## src/rtl/timer_pkg.sv

```systemverilog
// Shared constants for the memory-mapped interval timer: register offsets,
// TCON bit positions and the counter overflow value.
package timer_pkg;

    localparam int unsigned DATA_W = 32;

    // Word offsets inside the 16-byte register window (addr[3:2])
    localparam logic [1:0] TH_OFF   = 2'd0;
    localparam logic [1:0] TL_OFF   = 2'd1;
    localparam logic [1:0] TCON_OFF = 2'd2;
    localparam logic [1:0] TPRE_OFF = 2'd3;

    // TCON bit indices
    localparam int unsigned TCON_EN = 0;
    localparam int unsigned TCON_IE = 1;
    localparam int unsigned TCON_ST = 2;

    // Counter value at which the next tick reloads from TH
    localparam logic [DATA_W-1:0] TL_MAX = 32'hFFFF_FFFF;

    // Architectural TCON contents; bits 31:3 are not stored
    typedef struct packed {
        logic st;
        logic ie;
        logic en;
    } tcon_t;

    // Zero-extend TCON to a bus word for reads
    function automatic logic [DATA_W-1:0] tcon_word(input tcon_t t);
        return DATA_W'({t.st, t.ie, t.en});
    endfunction

endpackage

```

## src/rtl/timer_prescaler.sv

```systemverilog
// Tick divider for the interval timer: fires tick_c once every div_i+1 enabled
// cycles. The count restarts on every tick and whenever load_i signals a
// divider write, and simply holds while en_i is low.
module timer_prescaler #(
    parameter int unsigned W = 16
) (
    input  logic         clk,
    input  logic         reset,
    input  logic         en_i,
    input  logic         load_i,
    input  logic [W-1:0] div_i,
    output logic         tick_c
);

    logic [W-1:0] cnt_q;
    logic [W-1:0] cnt_d;

    // A divider write restarts the period, so no tick is issued in that cycle
    assign tick_c = en_i & ~load_i & (cnt_q == div_i);

    // Next count: restart on load or tick, advance on enabled cycles
    always_comb begin
        cnt_d = cnt_q;
        if (load_i || tick_c) begin
            cnt_d = '0;
        end else if (en_i) begin
            cnt_d = cnt_q + W'(1);
        end
    end

    // Count register
    always_ff @(posedge clk or posedge reset) begin
        if (reset) begin
            cnt_q <= '0;
        end else begin
            cnt_q <= cnt_d;
        end
    end

endmodule

```

## src/rtl/timer_irq_source.sv

```systemverilog
// Memory-mapped 32-bit interval timer with a level interrupt output.
// Registers: TH (reload), TL (counter), TCON {ST,IE,EN}, TPRE (prescaler).
// Optional feature macro TIMER_PRESCALE_EN adds the TPRE register and the
// tick divider; without it the timer ticks every enabled cycle and offset 3
// reads as zero.
module timer_irq_source
    import timer_pkg::*;
#(
    parameter logic [31:0] BASE_ADDR  = 32'h4000_0000,
    parameter int unsigned PRESCALE_W = 16
) (
    input  logic        clk,
    input  logic        reset,
    input  logic [31:0] addr,
    input  logic [31:0] wdata,
    input  logic        MemRd,
    input  logic        MemWr,
    input  logic        irq_ack,
    output logic [31:0] rdata,
    output logic        IRQ
);

    logic [DATA_W-1:0] th_q, th_d;
    logic [DATA_W-1:0] tl_q, tl_d;
    tcon_t             tcon_q, tcon_d;
    logic              irq_q, irq_d;

    logic              hit_c;
    logic [1:0]        off_c;
    logic              wr_th_c, wr_tl_c, wr_tcon_c, wr_tpre_c;
    logic              en_eff_c, ie_eff_c;
    logic              tick_c, ovf_c;
    logic [DATA_W-1:0] tpre_word_c;

    // Byte lane bits carry no meaning on this word-only window
    logic [1:0]        unused_addr;
    assign unused_addr = addr[1:0];

    // Address decode and per-register write strobes
    assign hit_c     = (addr[31:4] == BASE_ADDR[31:4]);
    assign off_c     = addr[3:2];
    assign wr_th_c   = hit_c & MemWr & (off_c == TH_OFF);
    assign wr_tl_c   = hit_c & MemWr & (off_c == TL_OFF);
    assign wr_tcon_c = hit_c & MemWr & (off_c == TCON_OFF);
    assign wr_tpre_c = hit_c & MemWr & (off_c == TPRE_OFF);

    // A TCON write governs this cycle's counting and interrupt enable
    assign en_eff_c = wr_tcon_c ? wdata[TCON_EN] : tcon_q.en;
    assign ie_eff_c = wr_tcon_c ? wdata[TCON_IE] : tcon_q.ie;

`ifdef TIMER_PRESCALE_EN
    logic [PRESCALE_W-1:0] tpre_q, tpre_d;

    // Prescaler register write
    always_comb begin
        tpre_d = tpre_q;
        if (wr_tpre_c) begin
            tpre_d = wdata[PRESCALE_W-1:0];
        end
    end

    // Prescaler register
    always_ff @(posedge clk or posedge reset) begin
        if (reset) begin
            tpre_q <= '0;
        end else begin
            tpre_q <= tpre_d;
        end
    end

    timer_prescaler #(
        .W (PRESCALE_W)
    ) u_prescaler (
        .clk    (clk),
        .reset  (reset),
        .en_i   (en_eff_c),
        .load_i (wr_tpre_c),
        .div_i  (tpre_q),
        .tick_c (tick_c)
    );

    assign tpre_word_c = DATA_W'(tpre_q);
`else
    localparam int unsigned unused_prescale_w = PRESCALE_W;
    logic                   unused_wr_tpre;

    assign unused_wr_tpre = wr_tpre_c;
    assign tick_c         = en_eff_c;
    assign tpre_word_c    = '0;
`endif

    // An overflow only happens when software is not overwriting TL this cycle
    assign ovf_c = tick_c & ~wr_tl_c & (tl_q == TL_MAX);

    // Register file next state with write/tick/status priorities
    always_comb begin
        th_d   = th_q;
        tl_d   = tl_q;
        tcon_d = tcon_q;

        if (wr_th_c) begin
            th_d = wdata;
        end

        // Reload uses the TH value held before any same-cycle TH write
        if (wr_tl_c) begin
            tl_d = wdata;
        end else if (tick_c) begin
            tl_d = (tl_q == TL_MAX) ? th_q : tl_q + DATA_W'(1);
        end

        tcon_d.en = en_eff_c;
        tcon_d.ie = ie_eff_c;

        // Hardware set outranks software write and acknowledge
        if (ovf_c && ie_eff_c) begin
            tcon_d.st = 1'b1;
        end else if (wr_tcon_c) begin
            tcon_d.st = wdata[TCON_ST];
        end else if (irq_ack) begin
            tcon_d.st = 1'b0;
        end

        irq_d = tcon_d.ie & tcon_d.st;
    end

    // State registers
    always_ff @(posedge clk or posedge reset) begin
        if (reset) begin
            th_q   <= '0;
            tl_q   <= '0;
            tcon_q <= '0;
            irq_q  <= 1'b0;
        end else begin
            th_q   <= th_d;
            tl_q   <= tl_d;
            tcon_q <= tcon_d;
            irq_q  <= irq_d;
        end
    end

    // Zero-latency read mux; idle bus reads zero
    always_comb begin
        rdata = '0;
        if (hit_c && MemRd) begin
            unique case (off_c)
                TH_OFF:   rdata = th_q;
                TL_OFF:   rdata = tl_q;
                TCON_OFF: rdata = tcon_word(tcon_q);
                default:  rdata = tpre_word_c;
            endcase
        end
    end

    assign IRQ = irq_q;

endmodule

```

## config.mk

```make
export PLATFORM = sky130hd
export DESIGN_NAME = timer_irq_source
export DESIGN_NICKNAME = d
export VERILOG_FILES = /design/src/rtl/timer_pkg.sv /design/src/rtl/timer_prescaler.sv /design/src/rtl/timer_irq_source.sv
export SDC_FILE = /design/constraint.sdc
export NUM_CORES = 1
export LEC_CHECK = 0
export CORE_MARGIN = 2
export CORE_UTILIZATION = 25
export DETAILED_ROUTE_END_ITERATION = 10
export SETUP_SLACK_MARGIN = 0.05
export SLEW_MARGIN = 0
export SYNTH_ARGS = -nofsm -noshare
export SYNTH_HDL_FRONTEND = slang
export SYNTH_SLANG_ARGS = --single-unit
```

## constraint.sdc

```tcl
create_clock -name clk -period 6 [get_ports clk]
set_clock_uncertainty 0.15 [all_clocks]
set_input_delay 0.6 -clock clk [delete_from_list [all_inputs] [get_ports clk]]
set_output_delay 0.6 -clock clk [all_outputs]
set_load 0.005 [all_outputs]
```

==> out/results.tsv <==
metric	value	unit
crit-path cells	clkdlybuf4s50_1 -> nor4_1 -> nand3_1 -> nor2_1 -> nand2_1 -> or2_2 -> nor2_1 -> clkdlybuf4s50_1	
synth unique cells	53	
total track usage	0.1513	
Mapped Area	0.004393	mm2
Overflow after GRT	0	
Combinational Power Share	0.073	
clock power share	0.491	
fill count	1758	
Inserted Diodes	0	
max layer used	met4	
DRT Pass-1 Iters	5	
top cell type's share of synthesized area	0.3874	
sequential power share	0.436	
vias per cell	5.112	
Hold Path End	th_q[18]	
WL met2	6323	um
Post-CTS Resized	0	
sequential-to-total area share from yosys stat	0.3874	
Internal	0.0008219	W
Antenna Nets Post-Route	0	
Reg clk slew, reported paths	0.05	ns
Hold Crit Depth	1	
Largest stage delay, worst path	0.54	ns
reg2reg setup slack	3.17	ns
hold slack	0.3547	ns
routed length per instance	17.51	um
top_reg_cell synth	dfrtp_1	
worst hold start	th_q[18]	
LEAKAGE	2.442	nW
final hold vios	0	
total power	0.001052	W
Die ar.	0.01865	mm2
layout cells sized above 1	0.1182	
Final Util	0.3399	
Max Slew Vio Count	0	
post-route insts no fill	792	
dpl cells	776	
core box area	0.01724	mm2
fin nets	632	
DP HPWL	9405	um
maximum clock path buffer count	2	
area grow syn2layout	33.38	%
Synth async-reset ratio	1.000	
# setup viols final	0	
H-tree depth	3	
RSZ-0062 raised after global routing	false	
first-pass GRT wire length	21920	um
Critical R2R Launch	tl_q[0]	
crit path max fanout	29	
Worst IR Drop VDD	122.5	uV
fin crit period	3.987	ns
worst reg2reg endpoint	tl_q[0]	
status	completed	
Synth area leaders	dfrtp_1 (39%), mux2i_1 (9.6%), mux2_2 (7.4%), nor2_1 (4.5%), nand2_1 (4.0%)	
met3 WL	993	um
largest net degree at the start of global routing	69	
Syn Inst Count	478	
Worst Setup End Kind	primary output	
CP Buf/Inv Count	2	
Synth Warn #	0	
Synth area leader	dfrtp_1	
Sink Count	68	
relative max-transition margin	0.2064	
gpl congestion	0.8662	
Critical-path top delay cell	or2_2	
Fin Setup TNS	0	ns
die width	136.6	um
initial antenna violation count	0	
syn_nets	548	
Seq cells post-synth	68	
Sw Share	0.2189	
M1 WL	6394	um
sw power	0.0002303	W
# Post-CTS Setup Buffers	0	
I/O pin count	102	
Reg2Reg Depth	7	
CTS Buf Count	9	
Starting DRT DRC Count	275	
DRC violations left	0	
CTS Root Buffer Type	clkbuf_16	
Worst EP required	5.25	ns
Placement Rows	48	
Worst setup SP type	input pin	
syn avg cell area	9.190	um2
CTS tree	yes	
Via Count	4049	
power per cell area	179.6	mW/mm2
delay-heaviest family, CP	simple AND/OR/NAND/NOR gates	
Worst Max-Slew Pin Slew	1.190	ns
Arr. time, crit path	3.24	ns
CTS Hold Bufs	0	
Routed WL	13870	um
IO buf count	99	
Die Ht	136.6	um
Initial Utilization	0.2549	
total of max-cap violations	0	
number of global-route vias before repair	4106	
Max Fclk	250.8	MHz
Setup CP Type	input pin to primary output	
Worst Hold Class	register to register	
final worst path period share	0.6645	
worst skew pair latency	0.34	ns
EDFF count, synth	0	
how the worst max path moves through the flow:
| stage | startpoint | endpoint | slack, ns | cells after the start |
|---|---|---|---|---|
| floorplan | addr[14] | rdata[21] | 3.08 | 8 |
| finish | addr[10] | rdata[4] | 2.01 | 8 |
| global placement | addr[6] | rdata[7] | 2.01 | 8 |
| global route | addr[10] | rdata[10] | 1.75 | 8 |
| CTS | addr[10] | rdata[31] | 1.96 | 8 |
| detailed placement | addr[10] | rdata[31] | 1.97 | 8 |
cell type report:
cell class | count | area, um2 | share of cell area
clock buffers | 10 | 229.0 | 0.03908
clock inverters | 6 | 55.05 | 0.009396
inverters | 8 | 30.03 | 0.005125
multi-input cells | 369 | 2524 | 0.4307
flip-flops and latches | 68 | 1702 | 0.2904
well taps | 225 | 281.5 | 0.04805
repair buffers | 106 | 1039 | 0.1772
kinds of logic after synthesis:
kind of cell	share of synthesized area
AO/OA/AOI/OAI	0.1404
XOR/XNOR	0.03589
adder cells (fa/ha/maj)	0.002848
buffers and inverters	0.04301
flip-flops	0.3874
multiplexers	0.1777
AND/OR/NAND/NOR	0.2128
Yosys cell counts (4+ instances only):
| master | count |
|---|---|
| dfrtp_1 | 68 |
| a31oi_1 | 7 |
| buf_2 | 8 |
| a21oi_1 | 30 |
| and3_1 | 8 |
| a22o_1 | 4 |
| o21ai_0 | 17 |
| nand3_1 | 25 |
| mux2i_1 | 42 |
| mux2_2 | 29 |
| o211ai_1 | 16 |
| inv_1 | 7 |
| nor3_1 | 6 |
| nor4_2 | 4 |
| nor2_1 | 53 |
| nand4_1 | 11 |
| nand2_1 | 47 |
| xor2_1 | 5 |
| o31ai_1 | 4 |
| buf_4 | 4 |
| clkbuf_1 | 15 |
| nor4_1 | 8 |
| xnor2_1 | 13 |
flip-flops by register name, summed over array words and instances (netlist names):
signal,count
th_q,32
tl_q,32
tcon_q,3
IRQ,1
cells in the final DEF, fill, tap and decap left out, types with 7 or more instances in the layout:
| cell | instances |
|---|---|
| clkdlybuf4s50_1 | 98 |
| dfrtp_1 | 68 |
| nor2_1 | 53 |
| nand2_1 | 47 |
| mux2i_1 | 41 |
| a21oi_1 | 30 |
| mux2_2 | 29 |
| nand3_1 | 25 |
| o21ai_0 | 17 |
| o211ai_1 | 16 |
| xnor2_1 | 13 |
| nand4_1 | 11 |
| clkbuf_16 | 9 |
| nor4_1 | 8 |
| and3_1 | 8 |
| a31oi_1 | 7 |
| buf_4 | 7 |
per-layer routing:
metal | vias to the layer above | track usage
li1 | 1915 | -
met1 | 1965 | 0.2010
met4 | 0 | 0.04051
met5 | - | 0
met2 | 156 | 0.2450
met3 | 13 | 0.03778
stage by stage:
step,cell area (um2),worst slack (ns)
after floorplan,4393,3.084
after CTS,5859,1.960
after global routing,5859,1.748
final,5859,2.013
after detailed placement,5575,1.967
after global placement,5575,2.011
power groups by stage:
stage | Clock, W | Sequential (W) | Combinational (W)
6_report | 0.000517 | 0.000459 | 0.0000765
5_1_grt | 0.000548 | 0.000459 | 0.0000826
4_1_cts | 0.000525 | 0.000459 | 0.0000773
3_5_place_dp | 0 | 0.000467 | 0.0000770
3_3_place_gp | 0 | 0.000467 | 0.0000762
2_1_floorplan | 0 | 0.000467 | 0.0000208
Power figures use the tool's default switching activity.
